[config.mk]
export PLATFORM = sky130hd
export DESIGN_NAME = mcs_fpro_bridge
export DESIGN_NICKNAME = d
export VERILOG_FILES = /design/src/rtl/fpro_bridge_pkg.sv /design/src/rtl/fpro_byte_merge.sv /design/src/rtl/mcs_fpro_bridge.sv
export SDC_FILE = /design/constraint.sdc
export NUM_CORES = 1
export LEC_CHECK = 0
export ABC_AREA = 0
export CORE_ASPECT_RATIO = 0.5
export CORE_MARGIN = 2
export CORE_UTILIZATION = 35
export DETAILED_ROUTE_END_ITERATION = 7
export PLACE_DENSITY = 0.63
export SLEW_MARGIN = 25
export SYNTH_ARGS = -nofsm -noshare
export SYNTH_HDL_FRONTEND = slang
export SYNTH_SLANG_ARGS = --single-unit
[constraint.sdc]
create_clock -name clk -period 1.97 [get_ports clk]
set_input_delay 0.197 -clock clk [delete_from_list [all_inputs] [get_ports clk]]
set_output_delay 0.197 -clock clk [all_outputs]
set_load 0.005 [all_outputs]
[src/rtl/fpro_bridge_pkg.sv]
// rtl/fpro_bridge_pkg.sv - shared types and constants for the MCS-to-FPro bridge
package fpro_bridge_pkg;

    localparam int MMIO_ADDR_W = 21;
    localparam int DATA_W      = 32;

    localparam logic [DATA_W-1:0] UNMAPPED_RD_VALUE = 32'h0;

    typedef enum logic [2:0] {
        IDLE,
        ISSUE_RD,
        WAIT_RD,
        ISSUE_WR,
        ACK
    } state_t;

endpackage

[src/rtl/fpro_byte_merge.sv]
// rtl/fpro_byte_merge.sv - byte-lane merge of new write data over previously read data
module fpro_byte_merge
    import fpro_bridge_pkg::*;
(
    input  logic [DATA_W-1:0] old_data,
    input  logic [DATA_W-1:0] new_data,
    input  logic [3:0]        byte_en,
    output logic [DATA_W-1:0] merged
);

    always_comb begin
        merged = old_data;
        for (int i = 0; i < 4; i++) begin
            if (byte_en[i]) begin
                merged[8*i +: 8] = new_data[8*i +: 8];
            end
        end
    end

endmodule

[src/rtl/mcs_fpro_bridge.sv]
// rtl/mcs_fpro_bridge.sv - MCS IO-bus to FPro MMIO bridge; BRIDGE_BYTE_RMW_EN enables byte-lane read-modify-write
module mcs_fpro_bridge
    import fpro_bridge_pkg::*;
#(
    parameter logic [1:0] MMIO_BASE  = 2'b11,
    parameter int         RD_LATENCY = 0
) (
    input  logic                   clk,
    input  logic                   reset,
    input  logic                   io_addr_strobe,
    input  logic                   io_read_strobe,
    input  logic                   io_write_strobe,
    input  logic [3:0]             io_byte_enable,
    input  logic [31:0]            io_address,
    input  logic [DATA_W-1:0]      io_write_data,
    output logic [DATA_W-1:0]      io_read_data,
    output logic                   io_ready,
    output logic                   mmio_cs,
    output logic                   mmio_read,
    output logic                   mmio_write,
    output logic [MMIO_ADDR_W-1:0] mmio_addr,
    output logic [DATA_W-1:0]      mmio_wr_data,
    input  logic [DATA_W-1:0]      mmio_rd_data,
    output logic                   bus_err,
    input  logic                   err_clr
);

    localparam logic [2:0] RD_LAT = 3'(RD_LATENCY);

    state_t                 state_q, state_d;
    logic [2:0]             cnt_q, cnt_d;
    logic [MMIO_ADDR_W-1:0] addr_q, addr_d;
    logic [DATA_W-1:0]      wdata_q, wdata_d;
    logic [DATA_W-1:0]      io_read_data_q, io_read_data_d;
    logic                   bus_err_q, bus_err_d;
    logic                   io_ready_q, io_ready_d;
    logic                   mmio_cs_q, mmio_cs_d;
    logic                   mmio_read_q, mmio_read_d;
    logic                   mmio_write_q, mmio_write_d;
    logic [MMIO_ADDR_W-1:0] mmio_addr_q, mmio_addr_d;
    logic [DATA_W-1:0]      mmio_wr_data_q, mmio_wr_data_d;
    logic                   hit, start, sample, err_set;
    logic                   unused_bits;

    assign hit   = (io_address[31:30] == MMIO_BASE);
    assign start = io_addr_strobe & (io_read_strobe | io_write_strobe);

`ifdef BRIDGE_BYTE_RMW_EN
    logic              rmw_q, rmw_d;
    logic [3:0]        be_q, be_d;
    logic [DATA_W-1:0] merged;

    fpro_byte_merge u_merge (
        .old_data (mmio_rd_data),
        .new_data (wdata_q),
        .byte_en  (be_q),
        .merged   (merged)
    );

    assign unused_bits = ^{io_address[29:23], io_address[1:0]};
`else
    assign unused_bits = ^{io_address[29:23], io_address[1:0], io_byte_enable};
`endif

    always_ff @(posedge clk) begin
        if (!reset) begin
            state_q        <= IDLE;
            cnt_q          <= '0;
            addr_q         <= '0;
            wdata_q        <= '0;
            io_read_data_q <= '0;
            bus_err_q      <= 1'b0;
            io_ready_q     <= 1'b0;
            mmio_cs_q      <= 1'b0;
            mmio_read_q    <= 1'b0;
            mmio_write_q   <= 1'b0;
            mmio_addr_q    <= '0;
            mmio_wr_data_q <= '0;
`ifdef BRIDGE_BYTE_RMW_EN
            rmw_q          <= 1'b0;
            be_q           <= '0;
`endif
        end else begin
            state_q        <= state_d;
            cnt_q          <= cnt_d;
            addr_q         <= addr_d;
            wdata_q        <= wdata_d;
            io_read_data_q <= io_read_data_d;
            bus_err_q      <= bus_err_d;
            io_ready_q     <= io_ready_d;
            mmio_cs_q      <= mmio_cs_d;
            mmio_read_q    <= mmio_read_d;
            mmio_write_q   <= mmio_write_d;
            mmio_addr_q    <= mmio_addr_d;
            mmio_wr_data_q <= mmio_wr_data_d;
`ifdef BRIDGE_BYTE_RMW_EN
            rmw_q          <= rmw_d;
            be_q           <= be_d;
`endif
        end
    end

    always_comb begin
        state_d        = state_q;
        cnt_d          = cnt_q;
        addr_d         = addr_q;
        wdata_d        = wdata_q;
        io_read_data_d = io_read_data_q;
        sample         = 1'b0;
        err_set        = 1'b0;
`ifdef BRIDGE_BYTE_RMW_EN
        rmw_d          = rmw_q;
        be_d           = be_q;
`endif
        case (state_q)
            IDLE: begin
                if (start) begin
                    addr_d  = io_address[22:2];
                    wdata_d = io_write_data;
`ifdef BRIDGE_BYTE_RMW_EN
                    rmw_d   = 1'b0;
                    be_d    = io_byte_enable;
`endif
                    // A combined read+write strobe performs the write only
                    if (io_read_strobe && io_write_strobe) begin
                        err_set = 1'b1;
                    end
                    if (!hit) begin
                        err_set        = 1'b1;
                        io_read_data_d = UNMAPPED_RD_VALUE;
                        state_d        = ACK;
                    end else if (io_write_strobe) begin
`ifdef BRIDGE_BYTE_RMW_EN
                        if (io_byte_enable == 4'h0) begin
                            io_read_data_d = '0;
                            state_d        = ACK;
                        end else if (io_byte_enable != 4'hF) begin
                            rmw_d   = 1'b1;
                            state_d = ISSUE_RD;
                        end else begin
                            state_d = ISSUE_WR;
                        end
`else
                        state_d = ISSUE_WR;
`endif
                    end else begin
                        state_d = ISSUE_RD;
                    end
                end
            end
            ISSUE_RD: begin
                if (RD_LAT == 3'd0) begin
                    sample = 1'b1;
                end else begin
                    cnt_d   = 3'd1;
                    state_d = WAIT_RD;
                end
            end
            WAIT_RD: begin
                if (cnt_q == RD_LAT) begin
                    sample = 1'b1;
                end else begin
                    cnt_d = cnt_q + 3'd1;
                end
            end
            ISSUE_WR: begin
                io_read_data_d = '0;
                state_d        = ACK;
            end
            ACK:     state_d = IDLE;
            default: state_d = IDLE;
        endcase

        if (sample) begin
`ifdef BRIDGE_BYTE_RMW_EN
            if (rmw_q) begin
                wdata_d = merged;
                state_d = ISSUE_WR;
            end else begin
                io_read_data_d = mmio_rd_data;
                state_d        = ACK;
            end
`else
            io_read_data_d = mmio_rd_data;
            state_d        = ACK;
`endif
        end

        if (io_addr_strobe && (state_q != IDLE)) begin
            err_set = 1'b1;
        end
        bus_err_d = err_set | (bus_err_q & ~err_clr);
    end

    // Outputs are decoded from the next state so they are registered yet aligned with it
    always_comb begin
        io_ready_d     = (state_d == ACK);
        mmio_read_d    = (state_d == ISSUE_RD);
        mmio_write_d   = (state_d == ISSUE_WR);
        mmio_cs_d      = mmio_read_d | mmio_write_d;
        mmio_addr_d    = (state_d inside {ISSUE_RD, WAIT_RD, ISSUE_WR}) ? addr_d : '0;
        mmio_wr_data_d = (state_d == ISSUE_WR) ? wdata_d : '0;
    end

    assign io_read_data = io_read_data_q;
    assign io_ready     = io_ready_q;
    assign mmio_cs      = mmio_cs_q;
    assign mmio_read    = mmio_read_q;
    assign mmio_write   = mmio_write_q;
    assign mmio_addr    = mmio_addr_q;
    assign mmio_wr_data = mmio_wr_data_q;
    assign bus_err      = bus_err_q;

endmodule

==> summary.md, run 1 <==
| Metric | Value |
|---|---|
| Status | complete, no violations |
| Worst path arrival time | roughly 2000 ps |
| Max-slew headroom | 66.4% |
| First-pass GRT wire length | 22200 microns |
| Most common cell after layout, fill and taps aside | clkdlybuf4s50_1 |
| Die X | approximately 170 microns |
| DRC | 0 |
| CP Cell Sequence | or3_1 > buf_12 > o211ai_1 > a22oi_1 |
| Post-Route Setup TNS | 0 ps |
| Routed WL per cell | about 16 microns |
| First-pass detailed-route iteration total | 5 |
| Hold slack | 250 ps |
| Detailed-route via count | between 4000 and 5000 |
| Vias in the first global route | 4340 |
| Clock sink count | ~120 |
| Number of synthesized register bits | 117 |
| Num CTS Buffers | 17 |
| Actual slew at the worst max-slew pin | 505 ps |
| # diodes | 0 |
| Post-DP HPWL | 8950 microns |
| RSZ-0062 raised after global routing | false |
| Initial Util | 35.8% |
| Post-Syn Area | 0.00485 sq mm |
| Syn_area_per_cell | 9.01 sq um |
| Detail Route Antenna Nets | 0 |
| DR vias/cell | 5.08 |
| Crit. End Element | register |
| Skew final | 15.2 ps |
| CP max-delay cell | or3_1 |
| Post-synthesis cell type count | 33 |
| Iter 0 DRT Violations | roughly 330 |
| Yosys top cell by area | dfxtp_1 |
| Worst ir drop on vdd | 555 uV |
| Crit path largest cell delay | 580 ps |
| Final hold violations | 0 |
| Num rows | 30 |
| Final Cycle Share | 85.2% |
| Syn Inst Count | 538 |
| Hold path depth | 3 |
| Final core utilization | 55.5% |
| Cts repair resizes | 0 |
| Synth Net Count | 646 |
| Leak | between 2 and 3 nW |
| Fraction of layout cells with a size suffix above 1 | 10.8% |
| Synthesis-to-finish area growth | 55.2% |
| Antenna violations before repair | 0 |
| Hold-fix buffers, CTS | 0 |
| Largest cells by area after synthesis | dfxtp_1, o211ai_1, nand3_1, o2111ai_1, and2_1 |
| Power per cell area | 833 mW/mm^2 |
| Clk root buf | clkbuf_16 |
| Tot GR Track Use | about a fifth |
| Final Wtd Congestion | 0.722 |
| Depth of the CTS H-tree | 4 |
| Worst reg-to-reg path cell count | 4 |
| TritonCTS clock tree | yes |
| I/O Buffers | approximately 180 |
| F_max | about 600 MHz |
| Pin count of the biggest net entering global routing | 43 |
| Post-layout minimum cycle time | 1680 ps |
| Max-slew violations | 0 |
| Final setup vio count | 0 |
| DRT Wirelength | approximately 14000 microns |
| CP Launch Type | register |
| # IOs | just under 200 |
| Clock Pin Slew Worst Setup and Hold Paths | 60 ps |
| Setup bufs post-CTS | 0 |
| Chip height | about 87 microns |
| Gr ovfl total | 0 |
| Clk_lat worst skew | just over 400 ps |
| Fill cell count | 1256 |
| Min-delay worst type | primary input to register |
| Most frequent cells in the layout | clkdlybuf4s50_1, dfxtp_1, nand3_1 |
| Register area share after synthesis | around half |
| CP max FO | 14 |
| Fin nets | about 800 |
| Yosys warns | 0 |
| Worst EP required | 2240 ps |
| Top cell type's share of synthesized area | between 40% and 50% |
| Clock Tree Buf Depth | 2 |
| Maximum Capacitance Violations | 0 |
| Core footprint | 0.0136 sq mm |
| Crit Path Class | register to register |
| DIE AREA | 0.0149 sq mm |
per-stage QoR:
stage	total power, mW	instances	cell area, sq um	setup slack, ps
global route	6.53	898	7520	180
finish	6.27	898	7520	291
detailed placement	3.11	866	6910	163
global placement	3.10	866	6910	264
CTS	6.35	898	7520	305
floorplan	2.76	538	4850	468
cell families after synthesis:
family          after synthesis  synth area share [%]
buf+inv                     104                  8.80
fa+ha+maj                     2                 0.516
compound gates              120                  19.0
flops                       117                  48.3
simple gates                195                  23.4
metal layers:
metal / wire length, microns / up-vias / global-route usage, % / share of wire (%)
met3: 565 / 9 / 4.23 / 4.0
met1: 6580 / 2170 / 24.3 / 47
met4: 106 / 0 / 5.67 / 0.75
met5: 0 / - / 0 / 0
met2: 6810 / 104 / 32.5 / 48
li1: - / 2276 / - / -
registers in the layout, indices dropped and copies added, names as in the netlist:
signal,flops
cnt_q,3
state_q,3
mmio_write,1
mmio_wr_data,32
addr_q,21
mmio_read,1
mmio_addr,21
io_ready,1
io_read_data,32
mmio_cs,1
bus_err,1
layout make-up:
cell class	count	area, sq um	area share, %
clock buffers	17	425	5.65
well taps	192	240	3.19
repair buffers	203	2080	27.6
flip-flops and latches	117	2340	31.1
clock inverters	15	191	2.54
inverters	37	139	1.85
multi-input cells	317	2110	28.0
cells in the mapped netlist:
library cell / instances
o2111ai_1: 32
o211ai_1: 54
nor3_1: 15
dfxtp_1: 117
a21oi_1: 5
nand2_1: 23
a311o_1: 1
nand4_1: 22
buf_6: 2
ha_1: 2
nor2_1: 4
or4_1: 1
a22oi_1: 21
nor2b_1: 4
nor3_4: 1
and2_1: 34
nor4bb_1: 1
nand2b_1: 1
buf_2: 17
nor3b_1: 1
a21o_1: 1
o21ai_0: 3
nor3_2: 17
or3b_1: 1
nand3_1: 67
o21a_1: 1
o21ai_1: 1
o22ai_1: 1
or3_1: 1
nor4_1: 1
nand3b_1: 1
clkbuf_1: 48
inv_1: 37
power breakdown:
group          leakage (nW)  switching, mW  total (mW)  internal, mW
combinational          1.64          0.297       0.604         0.307
clock                 0.298           1.19        3.22          2.02
sequential            0.947         0.0234        2.45          2.43
total                  2.89           1.51        6.27          4.76
path summary, 6_finish.rpt:
| kind | startpoint | to | slack [ps] |
|---|---|---|---|
| max | state_q[1] | mmio_addr[1] | 290 |
| min | reset | io_read_data[27] | 250 |
| max reg2reg | state_q[1] | mmio_addr[1] | 290 |
| min reg2reg | addr_q[12] | addr_q[12] | 490 |
critical path, delay by kind of cell (launching register included):
| kind | cells | cell delay (ps) |
|---|---|---|
| AOI/OAI and AO/OA | 2 | 310 |
| buffers and inverters | 1 | 250 |
| DFF | 1 | 410 |
| and+or+nand+nor | 1 | 580 |
No activity file was read; power rests on OpenSTA's default activity.
==> inputs of run 2 (changes only) <==
- CAP_MARGIN: not set -> 20
==> results of run 2 <==
No change in the layout: final DEF, timing and power equal those of run 1.
==> inputs of run 3 (changes only) <==
- SKIP_LAST_GASP: not set -> 1
==> results of run 3 <==
No change in the layout: final DEF, timing and power equal those of run 1.
